### config.mk
export PLATFORM = sky130hd
export DESIGN_NAME = spi_slave_rx
export DESIGN_NICKNAME = d
export VERILOG_FILES = /design/src/rtl/spi_pkg.sv /design/src/rtl/spi_sync_edge.sv /design/src/rtl/spi_slave_rx.sv
export SDC_FILE = /design/constraint.sdc
export NUM_CORES = 1
export LEC_CHECK = 0
export ABC_AREA = 1
export CAP_MARGIN = 10
export CORE_MARGIN = 2
export CORE_UTILIZATION = 40
export DETAILED_ROUTE_END_ITERATION = 16
export HOLD_SLACK_MARGIN = 0.12
export PLACE_DENSITY_LB_ADDON = 0.08
export SETUP_SLACK_MARGIN = 0.1
export SYNTH_ARGS = -nofsm -noshare
export SYNTH_HDL_FRONTEND = slang
export SYNTH_SLANG_ARGS = --single-unit
### constraint.sdc
create_clock -name clk -period 2.2 [get_ports clk]
set_input_delay 0.55 -clock clk [delete_from_list [all_inputs] [get_ports clk]]
set_output_delay 0.55 -clock clk [all_outputs]
set_load 0.01 [all_outputs]
### src/rtl/spi_pkg.sv
// Shared definitions for the SPI slave receiver: frame width, idle reply byte
// and the select-state encoding.
package spi_pkg;

   localparam int SPI_DW = 8;
   localparam logic [SPI_DW-1:0] SPI_TX_IDLE = 8'h00;

   typedef enum logic {
      SPI_IDLE,
      SPI_ACTIVE
   } spi_state_t;

endpackage

### src/rtl/spi_sync_edge.sv
// N-stage synchroniser for an asynchronous pin, followed by a delay flop that
// turns the synchronised level into single-cycle rise/fall strobes.
module spi_sync_edge #(
   parameter int   STAGES    = 2,
   parameter logic RESET_VAL = 1'b0
) (
   input  logic clk,
   input  logic rst,
   input  logic din,
   output logic sync,
   output logic rise,
   output logic fall
);

   logic [STAGES-1:0] ff;
   logic              dly;

   always_ff @(posedge clk) begin
      if (rst) begin
         ff  <= {STAGES{RESET_VAL}};
         dly <= RESET_VAL;
      end else begin
         ff  <= {ff[STAGES-2:0], din};
         dly <= ff[STAGES-1];
      end
   end

   assign sync = ff[STAGES-1];
   assign rise = sync & ~dly;
   assign fall = ~sync & dly;

endmodule

### src/rtl/spi_slave_rx.sv
// SPI mode-0 slave: oversamples sclk/mosi/ss_n in the clk domain, assembles
// MSB-first bytes onto an rx strobe and shifts a host-supplied reply onto miso.
module spi_slave_rx
   import spi_pkg::*;
#(
   parameter int              DW          = SPI_DW,
   parameter logic [DW-1:0]   TX_IDLE     = DW'(SPI_TX_IDLE),
   parameter int              SYNC_STAGES = 2
) (
   input  logic          clk,
   input  logic          rst,
   input  logic          ss_n,
   input  logic          sclk,
   input  logic          mosi,
   output logic          miso,
   output logic          miso_oe,
   input  logic [DW-1:0] tx_data,
   input  logic          tx_valid,
   output logic          tx_ready,
   output logic [DW-1:0] rx_data,
   output logic          rx_valid,
   output logic          frame_err,
   output logic          busy
);

   localparam int CW = (DW > 1) ? $clog2(DW) : 1;
   localparam logic [CW-1:0] LAST_BIT = CW'(DW - 1);

   logic sclk_s, sclk_rise, sclk_fall;
   logic ss_n_s, ss_rise, ss_fall;
   logic mosi_s;

   logic [SYNC_STAGES-1:0] mosi_ff;

   spi_state_t state, state_next;

   logic [CW-1:0] bit_cnt;
   logic [DW-1:0] rx_sh;
   logic [DW-1:0] tx_sh;
   logic [DW-1:0] hold;
   logic          hold_full;
   logic [DW-1:0] presel;
   logic          load_pending;

   // Reply byte for a new frame or the next byte: the holding register if the
   // host filled it, otherwise the idle pattern.
   function automatic logic [DW-1:0] pick_tx(input logic full, input logic [DW-1:0] held);
      return full ? held : TX_IDLE;
   endfunction

   spi_sync_edge #(
      .STAGES    (SYNC_STAGES),
      .RESET_VAL (1'b0)
   ) u_sclk_sync (
      .clk  (clk),
      .rst  (rst),
      .din  (sclk),
      .sync (sclk_s),
      .rise (sclk_rise),
      .fall (sclk_fall)
   );

   spi_sync_edge #(
      .STAGES    (SYNC_STAGES),
      .RESET_VAL (1'b1)
   ) u_ss_sync (
      .clk  (clk),
      .rst  (rst),
      .din  (ss_n),
      .sync (ss_n_s),
      .rise (ss_rise),
      .fall (ss_fall)
   );

   // mosi only needs the same delay as sclk so data lines up with the rise strobe.
   always_ff @(posedge clk) begin
      if (rst) begin
         mosi_ff <= '0;
      end else begin
         mosi_ff <= {mosi_ff[SYNC_STAGES-2:0], mosi};
      end
   end

   assign mosi_s = mosi_ff[SYNC_STAGES-1];

   logic unused_edges;
   assign unused_edges = &{1'b0, sclk_s, ss_rise};

   always_ff @(posedge clk) begin
      if (rst) begin
         state <= SPI_IDLE;
      end else begin
         state <= state_next;
      end
   end

   always_comb begin
      state_next = state;
      case (state)
         SPI_IDLE:   if (ss_fall) state_next = SPI_ACTIVE;
         SPI_ACTIVE: if (ss_n_s)  state_next = SPI_IDLE;
         default:    state_next = SPI_IDLE;
      endcase
   end

   always_comb begin
      miso_oe  = (state == SPI_ACTIVE);
      miso     = (state == SPI_ACTIVE) ? tx_sh[DW-1] : 1'b0;
      busy     = ~ss_n_s;
      tx_ready = ~hold_full;
   end

   // Deselect is checked before the sclk strobes so it wins over a coincident edge.
   always_ff @(posedge clk) begin
      if (rst) begin
         bit_cnt      <= '0;
         rx_sh        <= '0;
         rx_data      <= '0;
         rx_valid     <= 1'b0;
         frame_err    <= 1'b0;
         tx_sh        <= '0;
         hold         <= '0;
         hold_full    <= 1'b0;
         presel       <= '0;
         load_pending <= 1'b0;
      end else begin
         rx_valid  <= 1'b0;
         frame_err <= 1'b0;

         if (tx_valid && !hold_full) begin
            hold      <= tx_data;
            hold_full <= 1'b1;
         end

         case (state)
            SPI_IDLE: begin
               bit_cnt      <= '0;
               load_pending <= 1'b0;
               if (ss_fall) begin
                  tx_sh     <= pick_tx(hold_full, hold);
                  hold_full <= 1'b0;
               end
            end
            SPI_ACTIVE: begin
               if (ss_n_s) begin
                  frame_err    <= (bit_cnt != '0);
                  bit_cnt      <= '0;
                  load_pending <= 1'b0;
               end else if (sclk_rise) begin
                  rx_sh <= {rx_sh[DW-2:0], mosi_s};
                  if (bit_cnt == LAST_BIT) begin
                     rx_data      <= {rx_sh[DW-2:0], mosi_s};
                     rx_valid     <= 1'b1;
                     bit_cnt      <= '0;
                     presel       <= pick_tx(hold_full, hold);
                     hold_full    <= 1'b0;
                     load_pending <= 1'b1;
                  end else begin
                     bit_cnt <= bit_cnt + CW'(1);
                  end
               end else if (sclk_fall) begin
                  if (load_pending) begin
                     tx_sh        <= presel;
                     load_pending <= 1'b0;
                  end else begin
                     tx_sh <= {tx_sh[DW-2:0], 1'b0};
                  end
               end
            end
            default: begin
               bit_cnt <= '0;
            end
         endcase
      end
   end

endmodule

* After elaboration in Yosys (flattened, before gate mapping)
Index checks and enable logic that the tools add are counted.
** Word-level totals
- Register bits after elaboration :: 55
- Input bits :: 14
- Output and inout port bits :: 14
- Word-level logic and storage cells :: 70
** Operators by class
- Add/subtract/negate cells :: 1
- Equality and inequality tests :: 8
- Multiplexer cells :: 27
- Bitwise logic cells :: 9
- Reduce and logical (&&, ||, !) cells :: 9
** Operators with widths (count)
- $mux 8 :: 6
- $pmux 8 s2 :: 1
- $mux 1 :: 13
- $mux 3 :: 3
- $ne 2x2->1 const B :: 4
- $reduce_and 4->1 :: 2
- $not 1->1 :: 6
- $pmux 1 s2 :: 3
- $pmux 3 s2 :: 1
- $ne 4x2->1 const B :: 1
- $ne 4x3->1 const B :: 1
- $reduce_or 4->1 :: 1
- $add 3x1->3 const B :: 1
- $and 1x1->1 :: 3
- $eq 3x3->1 const B :: 1
- $ne 3x2->1 const B :: 1
- $reduce_and 3->1 :: 1
- $reduce_bool 3->1 :: 1
- $reduce_or 3->1 :: 1
- $reduce_and 2->1 :: 1
- $logic_and 1x1->1 :: 1
- $logic_not 1->1 :: 1

* Longest topological paths before layout
Gate-level depths: netlist of run 1.
- Depth in word-level cells :: 7
- Mapped depth :: 8
- Mapped depth without buffers :: 7

* Cells and area by module
From an unflattened synthesis of run 1, not the netlist that was laid out.
** Unflattened totals
- Cell total of the unflattened synthesis :: 334
- Area, all modules :: 2316.0 um2
** Modules (own cells, without submodules)
- spi_slave_rx :: instances 1, cells each 309, area each 2124.5 um2, seq. area each 980.9 um2
- spi_sync_edge at u_ss_sync :: instances 1, cells each 13, area each 97.6 um2, seq. area each 60.1 um2
- spi_sync_edge at u_sclk_sync :: instances 1, cells each 12, area each 93.8 um2, seq. area each 60.1 um2

* Worst setup path after synthesis of run 1
No wires, ideal clock.
- Path type :: reg-to-output
- From :: register state, in the netlist miso_oe
- To :: output miso
- Arrival :: 851 ps
- Required time :: 1650 ps
- Setup slack :: 799 ps
- Cell stages (with the launch flop) :: 4
- Path buffers :: 1
- Cells stage by stage :: dfxtp_1 -> buf_2 -> nand2_1 -> inv_1
** On the way
- Longest elaborated chain between the ends :: 1
** Ends and longest elaborated chain
- start: declaration :: line spi_slave_rx.sv:35 : spi_state_t state, state_next;
- start signal: assignment :: line spi_slave_rx.sv:93 : state <= state_next;
- $mux 1 :: line spi_slave_rx.sv:108 : miso = (state == SPI_ACTIVE) ? tx_sh[DW-1] : 1'b0;
- end: declaration :: line spi_slave_rx.sv:15 : output logic miso,
No other way between the ends.

* Final worst setup path of run 1
Same ends and word-level chain as after synthesis.

==> summary.md, run 1 <==
| Metric | Value |
|---|---|
| Crit path required time | 1.65 ns |
| Ratio of routed vias to standard cells | 4.43 |
| Worst min-delay path category | reg2reg |
| Synth unique cells | 18 |
| Largest net degree at the start of global routing | 18 |
| Filler instances | 563 |
| CTS tree | done |
| Post-CTS repair timing setup buffer count | 0 |
| Area occupied by multi-input gates | 956 µm² |
| Routed wirelength normalized by instance count | 10.4 µm |
| Highest Clock Rate | 0.505 GHz |
| PnR worst setup slack | 0.220 ns |
| Initial cell density of the core | 41.2% |
| Critical setup path kind | reg2out |
| Estimated wirelength of the detail-placed design | 3140 µm |
| Number of antenna violations at the first check in global routing | 0 |
| Relative slew margins | 69.4% |
| CTS clock-pin slew for the worst setup and hold paths | 0.10 ns |
| Period Utilization, post-route | 90.0% |
| GRT Overall Usage | 15.4% |
| Die outline height | 79.0 µm |
| Floorplan core area | 0.00547 mm² |
| Minimum setup slack after placement | 0.359 ns |
| 1st-pass router iterations | 4 |
| Clk network pwr share | 37.6% |
| Nature of the critical path endpoint | output pin |
| Diodes inserted | 0 |
| Final setup vio count | 0 |
| Outcome | finished clean |
| Global placer's final weighted congestion | 0.754 |
| Sw frac | 22.4% |
| R2R Setup Slk | 0.51 ns |
| Aggregate global routing overflow | 0 |
| First-iteration detailed-routing DRC count | 100 |
| RSZ-0062 raised after global routing | no |
| Root buffer selected by CTS | sky130_fd_sc_hd__clkbuf_8 |
| Cell Chain, Critical Path | nand2_1, inv_1, clkdlybuf4s50_1 |
| Net switching power | 422 µW |
| Reported leakage power | 1.21 nW |
| Post-detailed-routing wire length | 4400 µm |
| Largest voltage drop on the vdd net | 0.406 mV |
| Final core utilization | 50.0% |
| Vias after detailed routing | 1873 |
| Syn Nets | 336 |
| Shortest period the worst path allows | 1.98 ns |
| I/O pins | 28 |
| Number of input and output port buffers inserted | 27 |
| Clk Latency, worst-skew pair | 0.31 ns |
| Worst stage delay on the critical path | 0.52 ns |
| Ys Warns | 0 |
| Power density relative to cell area | 689 mW/mm² |
| DRT antenna net count | 0 |
| Core Rows | 27 |
| Critical path peak fanout | 4 |
| FF/Latch Area | 0.00110 mm² |
| Post-CTS Hold Fix Bufs | 0 |
| Post-Synthesis Cells | 319 |
| Final hold violations | 0 |
| Mean cell area of the mapped netlist | 7.06 µm² |
| Cell internal pwr | 1.46 mW |
| Slowest stage cell on the critical path | sky130_fd_sc_hd__clkdlybuf4s50_1 |
| Most used cells in the layout excluding fill and tap cells | sky130_fd_sc_hd__nand2_1, sky130_fd_sc_hd__nor2_1, sky130_fd_sc_hd__dfxtp_1 |
| Die width | 79.0 µm |
| Clock skew after layout | 0.0105 ns |
| Fraction of layout cells with a size suffix above 1 | 7.12% |
| Count of state elements after synthesis | 55 |
| Clock buffers created by TritonCTS | 5 |
| Sort of element at the start of the critical path | flop |
| Number of H-tree branching levels | 2 |
| Die area | 0.00625 mm² |
| DR DRC count | 0 |
| Seq/Total Area, Yosys | 48.9% |
| Worst hold slack | 0.407 ns |
| Syn-to-layout area delta | 21.4% |
| Setup_tns | 0 ns |
| First-pass GRT wire length | 7600 µm |
| Most common library cell in the layout ignoring fill and taps | sky130_fd_sc_hd__nand2_1 |
| Via count of the first global-routing pass | 1756 |
| Cell Area, Synth | 0.00225 mm² |
| Nets@finish | 367 |
| Least-Margin Pin Slew | 0.459 ns |
| Portion of total power attributed to sequential cells | 55.1% |
| PostCTS Resize Cnt | 0 |
| Combinational Power Share | 7.3% |
| Data arrival time of the critical path | 1.43 ns |
| Sink Count | 55 |
| Final Max Slew Viols | 0 |
| Max-cap violations | 0 |
| Maximum clock insertion buffer count | 2 |
## logic make-up after synthesis
logic type               count (synthesis)  synth area share (%)
AND/OR/NAND/NOR                        179                  32.4
flip-flops                              55                  48.9
buffers and inverters                   45                  8.67
AO/OA/AOI/OAI                           37                  8.33
adder cells (fa/ha/maj)                  3                  1.67
## power groups by stage
| stage | clock [mW] | sequential, mW | combinational (mW) |
|---|---|---|---|
| after floorplan | 0 | 1.06 | 0.0867 |
| after global placement | 0 | 1.06 | 0.139 |
| after detailed placement | 0 | 1.06 | 0.140 |
| after CTS | 0.736 | 1.04 | 0.140 |
| after global routing | 0.770 | 1.04 | 0.160 |
| final | 0.709 | 1.04 | 0.138 |
## Yosys cell counts
cell type | n | area (µm²)
sky130_fd_sc_hd__nand2_1 | 84 | 315
sky130_fd_sc_hd__nor2_1 | 71 | 267
sky130_fd_sc_hd__dfxtp_1 | 55 | 1100
sky130_fd_sc_hd__inv_1 | 32 | 120
sky130_fd_sc_hd__o21ai_0 | 23 | 115
sky130_fd_sc_hd__nand3_1 | 16 | 80.1
sky130_fd_sc_hd__a21oi_1 | 13 | 65.1
sky130_fd_sc_hd__buf_2 | 6 | 30.0
sky130_fd_sc_hd__buf_4 | 3 | 22.5
sky130_fd_sc_hd__clkbuf_1 | 3 | 11.3
sky130_fd_sc_hd__ha_1 | 3 | 37.5
sky130_fd_sc_hd__nand2_4 | 2 | 22.5
sky130_fd_sc_hd__nor2_4 | 2 | 22.5
sky130_fd_sc_hd__or2_2 | 2 | 12.5
sky130_fd_sc_hd__buf_6 | 1 | 11.3
sky130_fd_sc_hd__nand2_2 | 1 | 6.26
sky130_fd_sc_hd__nor3_1 | 1 | 5.00
sky130_fd_sc_hd__o21bai_1 | 1 | 7.51
## stage by stage
step	power, mW	instances	instance area [µm²]
detailed placement	1.20	415	2610
floorplan	1.14	319	2250
finish	1.88	423	2730
global route	1.97	423	2730
CTS	1.91	423	2730
global placement	1.20	415	2610
## cell type report
| type | count | share of cell area [%] |
|---|---|---|
| multi-input combinational | 219 | 35.0 |
| sequential | 55 | 40.3 |
| clock buffer | 6 | 3.02 |
| timing repair buffer | 37 | 12.6 |
| clock inverter | 2 | 1.42 |
| inverter | 32 | 4.39 |
| tap | 72 | 3.30 |
## metal layers
| metal | up-vias | part of all wire [%] | track usage [%] |
|---|---|---|---|
| li1 | 1036 | - | - |
| met1 | 812 | 51 | 19.4 |
| met2 | 21 | 45 | 25.2 |
| met3 | 4 | 2.8 | 4.77 |
| met4 | 0 | 1.2 | 4.66 |
| met5 | - | 0 | 0 |
## worst paths after layout
check                           depth (start not counted)          to        from
worst max-delay path                                    3        miso     miso_oe
worst min-delay path                                    2  mosi_ff[1]  mosi_ff[0]
worst max register to register                          8   presel[2]  bit_cnt[0]
worst min register to register                          2  mosi_ff[1]  mosi_ff[0]
## sequential cells by signal, indices dropped and copies added, names as in the netlist, 2 cells and up
| signal | flops |
|---|---|
| bit_cnt | 3 |
| hold | 8 |
| mosi_ff | 2 |
| presel | 8 |
| rx_data | 8 |
| rx_sh | 7 |
| tx_sh | 8 |
| u_sclk_sync.ff | 2 |
| u_ss_sync.ff | 2 |
## critical path, delay by kind of cell (launching register included)
family | cells | cell delay [ns]
DFF | 1 | 0.47
and+or+nand+nor | 1 | 0.08
buffers and inverters | 2 | 0.57
Note: power is estimated with default switching activity, not from simulation.
==> run 2: changes to the inputs <==
--- a/config.mk
+++ b/config.mk
@@ -7,8 +7,10 @@
 export LEC_CHECK = 0
 export ABC_AREA = 1
 export CAP_MARGIN = 10
+export CELL_PAD_IN_SITES_DETAIL_PLACEMENT = 2
+export CELL_PAD_IN_SITES_GLOBAL_PLACEMENT = 2
 export CORE_MARGIN = 2
-export CORE_UTILIZATION = 40
+export CORE_UTILIZATION = 33
 export DETAILED_ROUTE_END_ITERATION = 16
 export HOLD_SLACK_MARGIN = 0.12
 export PLACE_DENSITY_LB_ADDON = 0.08
==> summary.md, run 2 (same netlist as run 1, synthesis figures left out) <==
| Metric | Value |
|---|---|
| Reported leakage power | 1.18 nW (-2.5%) |
| DRT antenna net count | 0 (unchanged) |
| Final Max Slew Viols | 0 (unchanged) |
| Area occupied by multi-input gates | 956 µm² (unchanged) |
| Detail Route met3 WL | 127 µm (+2.4%) |
| Syn-to-layout area delta | 19.6% |
| Die width | 86.6 µm (+9.6%) |
| Clk Latency, worst-skew pair | 0.31 ns (about the same) |
| Endpoint of the worst register-to-register path | presel[7] |
| Routed length on met2 | 3130 µm (+57%) |
| Nets@finish | 366 (-0.27%) |
| Clock buffers created by TritonCTS | 5 (unchanged) |
| Sink Count | 55 (unchanged) |
| DR DRC count | 0 (unchanged) |
| Estimated wirelength of the detail-placed design | 4400 µm (+40%) |
| First-pass GRT wire length | 10100 µm (+33%) |
| GRT Overall Usage | 17.2% (+1.8 points) |
| Max-cap violations | 0 (unchanged) |
| Post-detailed-routing wire length | 5990 µm (+36%) |
| First-iteration detailed-routing DRC count | 84 (-16%) |
| Via count of the first global-routing pass | 2203 (+25%) |
| Final design instance area without fill | 0.00269 mm² (-1.5%) |
| Maximum clock insertion buffer count | 2 (unchanged) |
| FF/Latch Area | 0.00110 mm² (+0.11%) |
| Minimum setup slack after placement | 0.388 ns (+0.0283 ns) |
| Nature of the critical path endpoint | output pin |
| Clock skew after layout | 0.00937 ns (-0.00110 ns) |
| Sort of element at the start of the critical path | flop |
| Shortest period the worst path allows | 2.02 ns (+0.0373 ns) |
| R2R Setup Slk | 0.40 ns (-0.11 ns) |
| Ratio of routed vias to standard cells | 4.82 (+8.8%) |
| Placed cells | 422 (+1.7%) |
| I/O pins | 28 (unchanged) |
| Highest Clock Rate | 0.496 GHz (-1.8%) |
| Worst Reg-to-Reg Cells | 8 (unchanged) |
| Final core utilization | 40.3% (-9.7 points) |
| Root buffer selected by CTS | sky130_fd_sc_hd__clkbuf_8 |
| Crit path required time | 1.65 ns (about the same) |
| Pwr Total | 1.72 mW (-8.5%) |
| Number of H-tree branching levels | 2 (unchanged) |
| Critical setup path kind | reg2out |
| Global placer's final weighted congestion | 0.736 (-2.5%) |
| Top metal layer carrying routed signals | met4 |
| Setup_tns | 0 ns (unchanged) |
| Routed wirelength normalized by instance count | 14.0 µm (+35%) |
| Filler instances | 804 (+43%) |
| Critical path peak fanout | 6 (+2) |
| Post-Route M1 WL | 2660 µm (+20%) |
| Largest voltage drop on the vdd net | 0.260 mV (-36%) |
| Initial cell density of the core | 33.7% (-7.4 points) |
| CTS clock-pin slew for the worst setup and hold paths | 0.09 ns (about the same) |
| CTS tree | done |
| Post-CTS Hold Fix Bufs | 0 (unchanged) |
| Critical path destination | miso |
| Power density relative to cell area | 640 mW/mm² (-7.1%) |
| RSZ-0062 raised after global routing | no |
| Worst hold slack | 0.411 ns (+0.00355 ns) |
| Most common library cell in the layout ignoring fill and taps | sky130_fd_sc_hd__nand2_1 |
| Period Utilization, post-route | 91.7% (+1.7 points) |
| Final setup vio count | 0 (unchanged) |
| Core Rows | 30 (+11%) |
| Vias after detailed routing | 2061 (+10%) |
| Die outline height | 86.6 µm (+9.6%) |
| Largest net degree at the start of global routing | 17 (-1) |
| 1st-pass router iterations | 4 (unchanged) |
| Fraction of layout cells with a size suffix above 1 | 6.61% (-0.51 points) |
| Reg-to-reg critical path startpoint | bit_cnt[0] |
| Diodes inserted | 0 (unchanged) |
| Floorplan core area | 0.00668 mm² (+22%) |
| Final hold violations | 0 (unchanged) |
| Post-detailed-placement cell area | 0.00262 mm² (about the same) |
| Number of antenna violations at the first check in global routing | 0 (unchanged) |
| Most used cells in the layout excluding fill and tap cells | sky130_fd_sc_hd__nand2_1, sky130_fd_sc_hd__nor2_1, sky130_fd_sc_hd__dfxtp_1 |
| Data arrival time of the critical path | 1.47 ns (+0.04 ns) |
| Relative slew margins | 74.6% (+5.2 points) |
| Aggregate global routing overflow | 0 (unchanged) |
| Least-Margin Pin Slew | 0.381 ns (-0.0780 ns) |
| Worst Setup SP | miso_oe |
| PnR worst setup slack | 0.183 ns (-0.0373 ns) |
| Die area | 0.00750 mm² (+20%) |
| Outcome | finished clean |
| Number of input and output port buffers inserted | 27 (unchanged) |
| Number of standard cells in the layout, taps in and fillers out | 428 (+1.2%) |
| Worst min-delay path category | reg2reg |
run 2: cell types whose count changed in the layout (fill, tap and decap cells not counted), sizes merged:
| cell | delta |
|---|---|
| buf | -1 |
| bufinv | -1 |
| clkbuf | -1 |
| clkinvlp | +1 |
| inv | -1 |
run 2: critical path, stage by stage (launching register included):
cell and delay, ns:
sky130_fd_sc_hd__dfxtp_1 0.49, sky130_fd_sc_hd__nand2_1 0.09, sky130_fd_sc_hd__inv_1 0.06, sky130_fd_sc_hd__clkdlybuf4s50_1 0.52
run 2: layout make-up:
| cell class | instances | area share [%] |
|---|---|---|
| Sequential cell | 55 | 40.9 |
| Multi-Input combinational cell | 219 | 35.5 |
| Timing Repair Buffer | 36 | 12.5 |
| Inverter | 32 | 4.46 |
| Tap cell | 80 | 3.72 |
| Clock buffer | 5 | 2.56 |
| Clock inverter | 1 | 0.279 |
run 2: worst min path at each step:
stage | cells after the start | slack [ns] | from | end
3_5_place_dp | 2 | 0.40 | mosi_ff[0] | mosi_ff[1]
5_1_grt | 2 | 0.44 | mosi_ff[0] | mosi_ff[1]
3_3_place_gp | 2 | 0.39 | u_sclk_sync.ff[0] | u_sclk_sync.ff[1]
4_1_cts | 2 | 0.41 | mosi_ff[0] | mosi_ff[1]
2_1_floorplan | 2 | 0.39 | mosi_ff[0] | mosi_ff[1]
6_report | 2 | 0.41 | mosi_ff[0] | mosi_ff[1]
run 2: what timing repair did:
| action | CTS | global route |
|---|---|---|
| setup endpoints to repair | 0 | 1 |
| setup buffers | 0 | 0 |
| gates resized for setup | 0 | 1 |
run 2: report_power, final:
group          switching [mW]  internal, mW  leakage, nW
combinational          0.0780        0.0624        0.700
clock                   0.328         0.213       0.0361
sequential             0.0182          1.02        0.448
run 2: per-layer routing:
metal  global-route usage (%)  up-vias
met5                        0        -
met4                     4.26        0
met3                     3.24        5
met2                     32.4       17
met1                     19.8     1009
li1                         -     1030
==> run 3: changes to the inputs <==
--- a/config.mk
+++ b/config.mk
@@ -5,14 +5,13 @@
 export SDC_FILE = /design/constraint.sdc
 export NUM_CORES = 1
 export LEC_CHECK = 0
-export ABC_AREA = 1
 export CAP_MARGIN = 10
 export CELL_PAD_IN_SITES_DETAIL_PLACEMENT = 2
 export CELL_PAD_IN_SITES_GLOBAL_PLACEMENT = 2
 export CORE_MARGIN = 2
-export CORE_UTILIZATION = 33
+export CORE_UTILIZATION = 35
 export DETAILED_ROUTE_END_ITERATION = 16
-export HOLD_SLACK_MARGIN = 0.12
+export HOLD_SLACK_MARGIN = 0.1
 export PLACE_DENSITY_LB_ADDON = 0.08
 export SETUP_SLACK_MARGIN = 0.1
 export SYNTH_ARGS = -nofsm -noshare
==> summary.md, run 3 <==
| Metric | Value |
|---|---|
| Routed wirelength normalized by instance count | 16.6 µm (+19%) |
| 1st-pass router iterations | 4 (unchanged) |
| Die width | 83.0 µm (-4.2%) |
| Most common library cell in the layout ignoring fill and taps | sky130_fd_sc_hd__dfxtp_1 |
| RSZ-0062 raised after global routing | no |
| Library cell with the highest instance count after synthesis | sky130_fd_sc_hd__dfxtp_1 |
| Syn-to-layout area delta | 22.1% |
| Nets@finish | 286 (-22%) |
| Cell Area, Synth | 0.00218 mm² (-3.1%) |
| Vias after detailed routing | 1831 (-11%) |
| Slowest stage cell on the critical path | sky130_fd_sc_hd__clkdlybuf4s50_1 |
| Aggregate global routing overflow | 0 (unchanged) |
| Top cell family by delay on the critical path | buffers and inverters |
| Least-Margin Pin Slew | 0.609 ns (+0.228 ns) |
| Number of H-tree branching levels | 2 (unchanged) |
| Cell taking the most area after synthesis | sky130_fd_sc_hd__dfxtp_1 |
| DR DRC count | 0 (unchanged) |
| Pwr Total | 1.85 mW (+7.5%) |
| Largest net degree at the start of global routing | 25 (+8) |
| CTS tree | done |
| Reg-to-reg critical path startpoint | bit_cnt[0] |
| Global Route met2 Usage | 29.0% (-3.4 points) |
| Area share of the leading cell type in the synthesized netlist | 50.4% (+1.5 points) |
| Buffers and inverters on the worst path | 1 (-1) |
| Clock buffers created by TritonCTS | 5 (unchanged) |
| Final hold violations | 0 (unchanged) |
| Minimum setup slack after placement | 0.355 ns (-0.0331 ns) |
| Final core utilization | 44.5% (+4.2 points) |
| Post-CTS repair timing setup buffer count | 0 (unchanged) |
| Sort of element at the start of the critical path | flop |
| Initial cell density of the core | 36.4% (+2.7 points) |
| Final Max Slew Viols | 0 (unchanged) |
| Post-detailed-routing wire length | 5740 µm (-4.1%) |
| Top cells by area in the synthesized netlist | sky130_fd_sc_hd__dfxtp_1, sky130_fd_sc_hd__mux2i_1, sky130_fd_sc_hd__a21oi_1 |
| Critical path peak fanout | 6 (unchanged) |
| Power density relative to cell area | 695 mW/mm² (+8.5%) |
| PnR worst setup slack | 0.192 ns (+0.00940 ns) |
| Met3 Track Usage GR | 2.98% (-0.26 points) |
| Via count of the first global-routing pass | 2020 (-8.3%) |
| Cell Chain, Critical Path | and2_1, clkdlybuf4s50_1 |
| Seq/Total Area, Yosys | 50.4% (+1.5 points) |
| Diodes inserted | 0 (unchanged) |
| Fraction of layout cells with a size suffix above 1 | 8.15% (+1.5 points) |
| Worst hold path startpoint | u_ss_sync.ff[0] |
| Post-Synthesis Cells | 246 (-23%) |
| First-iteration detailed-routing DRC count | 80 (-4.8%) |
| Root buffer selected by CTS | sky130_fd_sc_hd__clkbuf_8 |
| Sink Count | 55 (unchanged) |
| Setup_tns | 0 ns (unchanged) |
| Fraction of registers with async set/reset | 0% (unchanged) |
| Clock skew after layout | 0.00596 ns (-0.00341 ns) |
| Worst min-delay path category | reg2reg |
| CTS clock-pin slew for the worst setup and hold paths | 0.10 ns (about the same) |
| Ratio of routed vias to standard cells | 5.31 (+10%) |
| Worst Setup SP | miso_oe |
| Count of state elements after synthesis | 55 (unchanged) |
| PostCTS Resize Cnt | 0 (unchanged) |
| Shortest period the worst path allows | 2.01 ns (-0.00940 ns) |
| Final design instance area without fill | 0.00267 mm² (-0.98%) |
| Data arrival time of the critical path | 1.46 ns (about the same) |
| Worst hold slack | 0.426 ns (+0.0150 ns) |
| Final setup vio count | 0 (unchanged) |
| Crit path required time | 1.65 ns (about the same) |
| First-pass GRT wire length | 9870 µm (-2.6%) |
| Placed cells | 337 (-20%) |
| Layer with the highest usage | met2 |
| Nature of the critical path endpoint | output pin |
| GRT Overall Usage | 17.4% (+0.17 points) |
| Most common flop cell mapped by yosys | sky130_fd_sc_hd__dfxtp_1 |
| Global placer's final weighted congestion | 0.689 (-6.3%) |
| Critical setup path kind | reg2out |
| Cell types with the highest counts after synthesis | sky130_fd_sc_hd__dfxtp_1, sky130_fd_sc_hd__a21oi_1, sky130_fd_sc_hd__nand2_1 |
| Synth unique cells | 28 (+10) |
| Ys Warns | 0 (unchanged) |
| Maximum clock insertion buffer count | 2 (unchanged) |
| Relative slew margins | 59.3% (-15 points) |
| Max-cap violations | 0 (unchanged) |
| Largest voltage drop on the vdd net | 0.271 mV (+4.3%) |
| Post-detailed-placement cell area | 0.00255 mm² (-2.5%) |
| Die outline height | 83.0 µm (-4.2%) |
| Worst stage delay on the critical path | 0.55 ns (+0.03 ns) |
| Outcome | finished clean |
| Syn Nets | 263 (-22%) |
| Post-CTS Hold Fix Bufs | 0 (unchanged) |
| Number of standard cells in the layout, taps in and fillers out | 345 (-19%) |
| Mean cell area of the mapped netlist | 8.88 µm² (+26%) |
| Clk Latency, worst-skew pair | 0.31 ns (about the same) |
| Estimated wirelength of the detail-placed design | 3750 µm (-15%) |
| Filler instances | 660 (-18%) |
| Reported leakage power | 0.923 nW (-22%) |
| Number of input and output port buffers inserted | 27 (unchanged) |
| R2R Setup Slk | 0.47 ns (+0.07 ns) |
| Highest Clock Rate | 0.498 GHz (+0.47%) |
| Most used cells in the layout excluding fill and tap cells | sky130_fd_sc_hd__dfxtp_1, sky130_fd_sc_hd__a21oi_1, sky130_fd_sc_hd__clkdlybuf4s50_1 |
| FF/Latch Area | 0.00110 mm² (-0.11%) |
| Number of antenna violations at the first check in global routing | 0 (unchanged) |
| DRT antenna net count | 0 (unchanged) |
| Floorplan core area | 0.00599 mm² (-10%) |
| Met1 track demand over resource in global routing | 22.5% (+2.6 points) |
| Core Rows | 28 (-6.7%) |
| Die area | 0.00689 mm² (-8.2%) |
| Number of enable-type register cells in the synthesized netlist | 0 (unchanged) |
| I/O pins | 28 (unchanged) |
| Area occupied by multi-input gates | 990 µm² (+3.5%) |
| Period Utilization, post-route | 91.3% (-0.43 points) |
## run 3: cell types whose count changed in the layout (fill, tap and decap cells not counted), sizes merged, moves of 7 or more
cell,delta
nand2,-61
nor2,-57
inv,-25
a21oi,+18
mux2i,+17
nand4,+8
nor2b,+8
a21o,+7
## run 3: final timing paths
| kind | to | cells past startpoint |
|---|---|---|
| hold reg to reg | u_ss_sync.ff[1] | 1 |
| hold / removal | u_ss_sync.ff[1] | 1 |
| setup reg to reg | presel[7] | 5 |
| setup / recovery | miso | 2 |
## run 3: where the power goes
part	switching (mW)	leakage [nW]	total, mW	internal (mW)
combinational	0.0575	0.416	0.117	0.0592
sequential	0.0166	0.446	1.03	1.01
clock	0.335	0.0612	0.704	0.369
total	0.409	0.923	1.85	1.44
## run 3: final cells by class
type                            instances  share of cell area [%]
Sequential cell                        55                    41.3
Clock buffer                            6                    3.10
Timing Repair Buffer                   36                    12.7
Multi-Input combinational cell        164                    37.1
Clock inverter                          2                    1.31
Inverter                                7                   0.985
Tap cell                               75                    3.52
## run 3: kinds of logic after synthesis
kind of cell / share of synthesized area, %
AO/OA/AOI/OAI: 17.0
adder cells (fa/ha/maj): 1.72
buffers and inverters: 4.93
flip-flops: 50.4
multiplexers: 8.31
AND/OR/NAND/NOR: 17.7
## run 3: per-layer routing
metal / vias up / wire length (µm)
li1: 895 / -
met1: 905 / 2730
met2: 24 / 2790
met3: 7 / 114
met4: 0 / 99
met5: - / 0
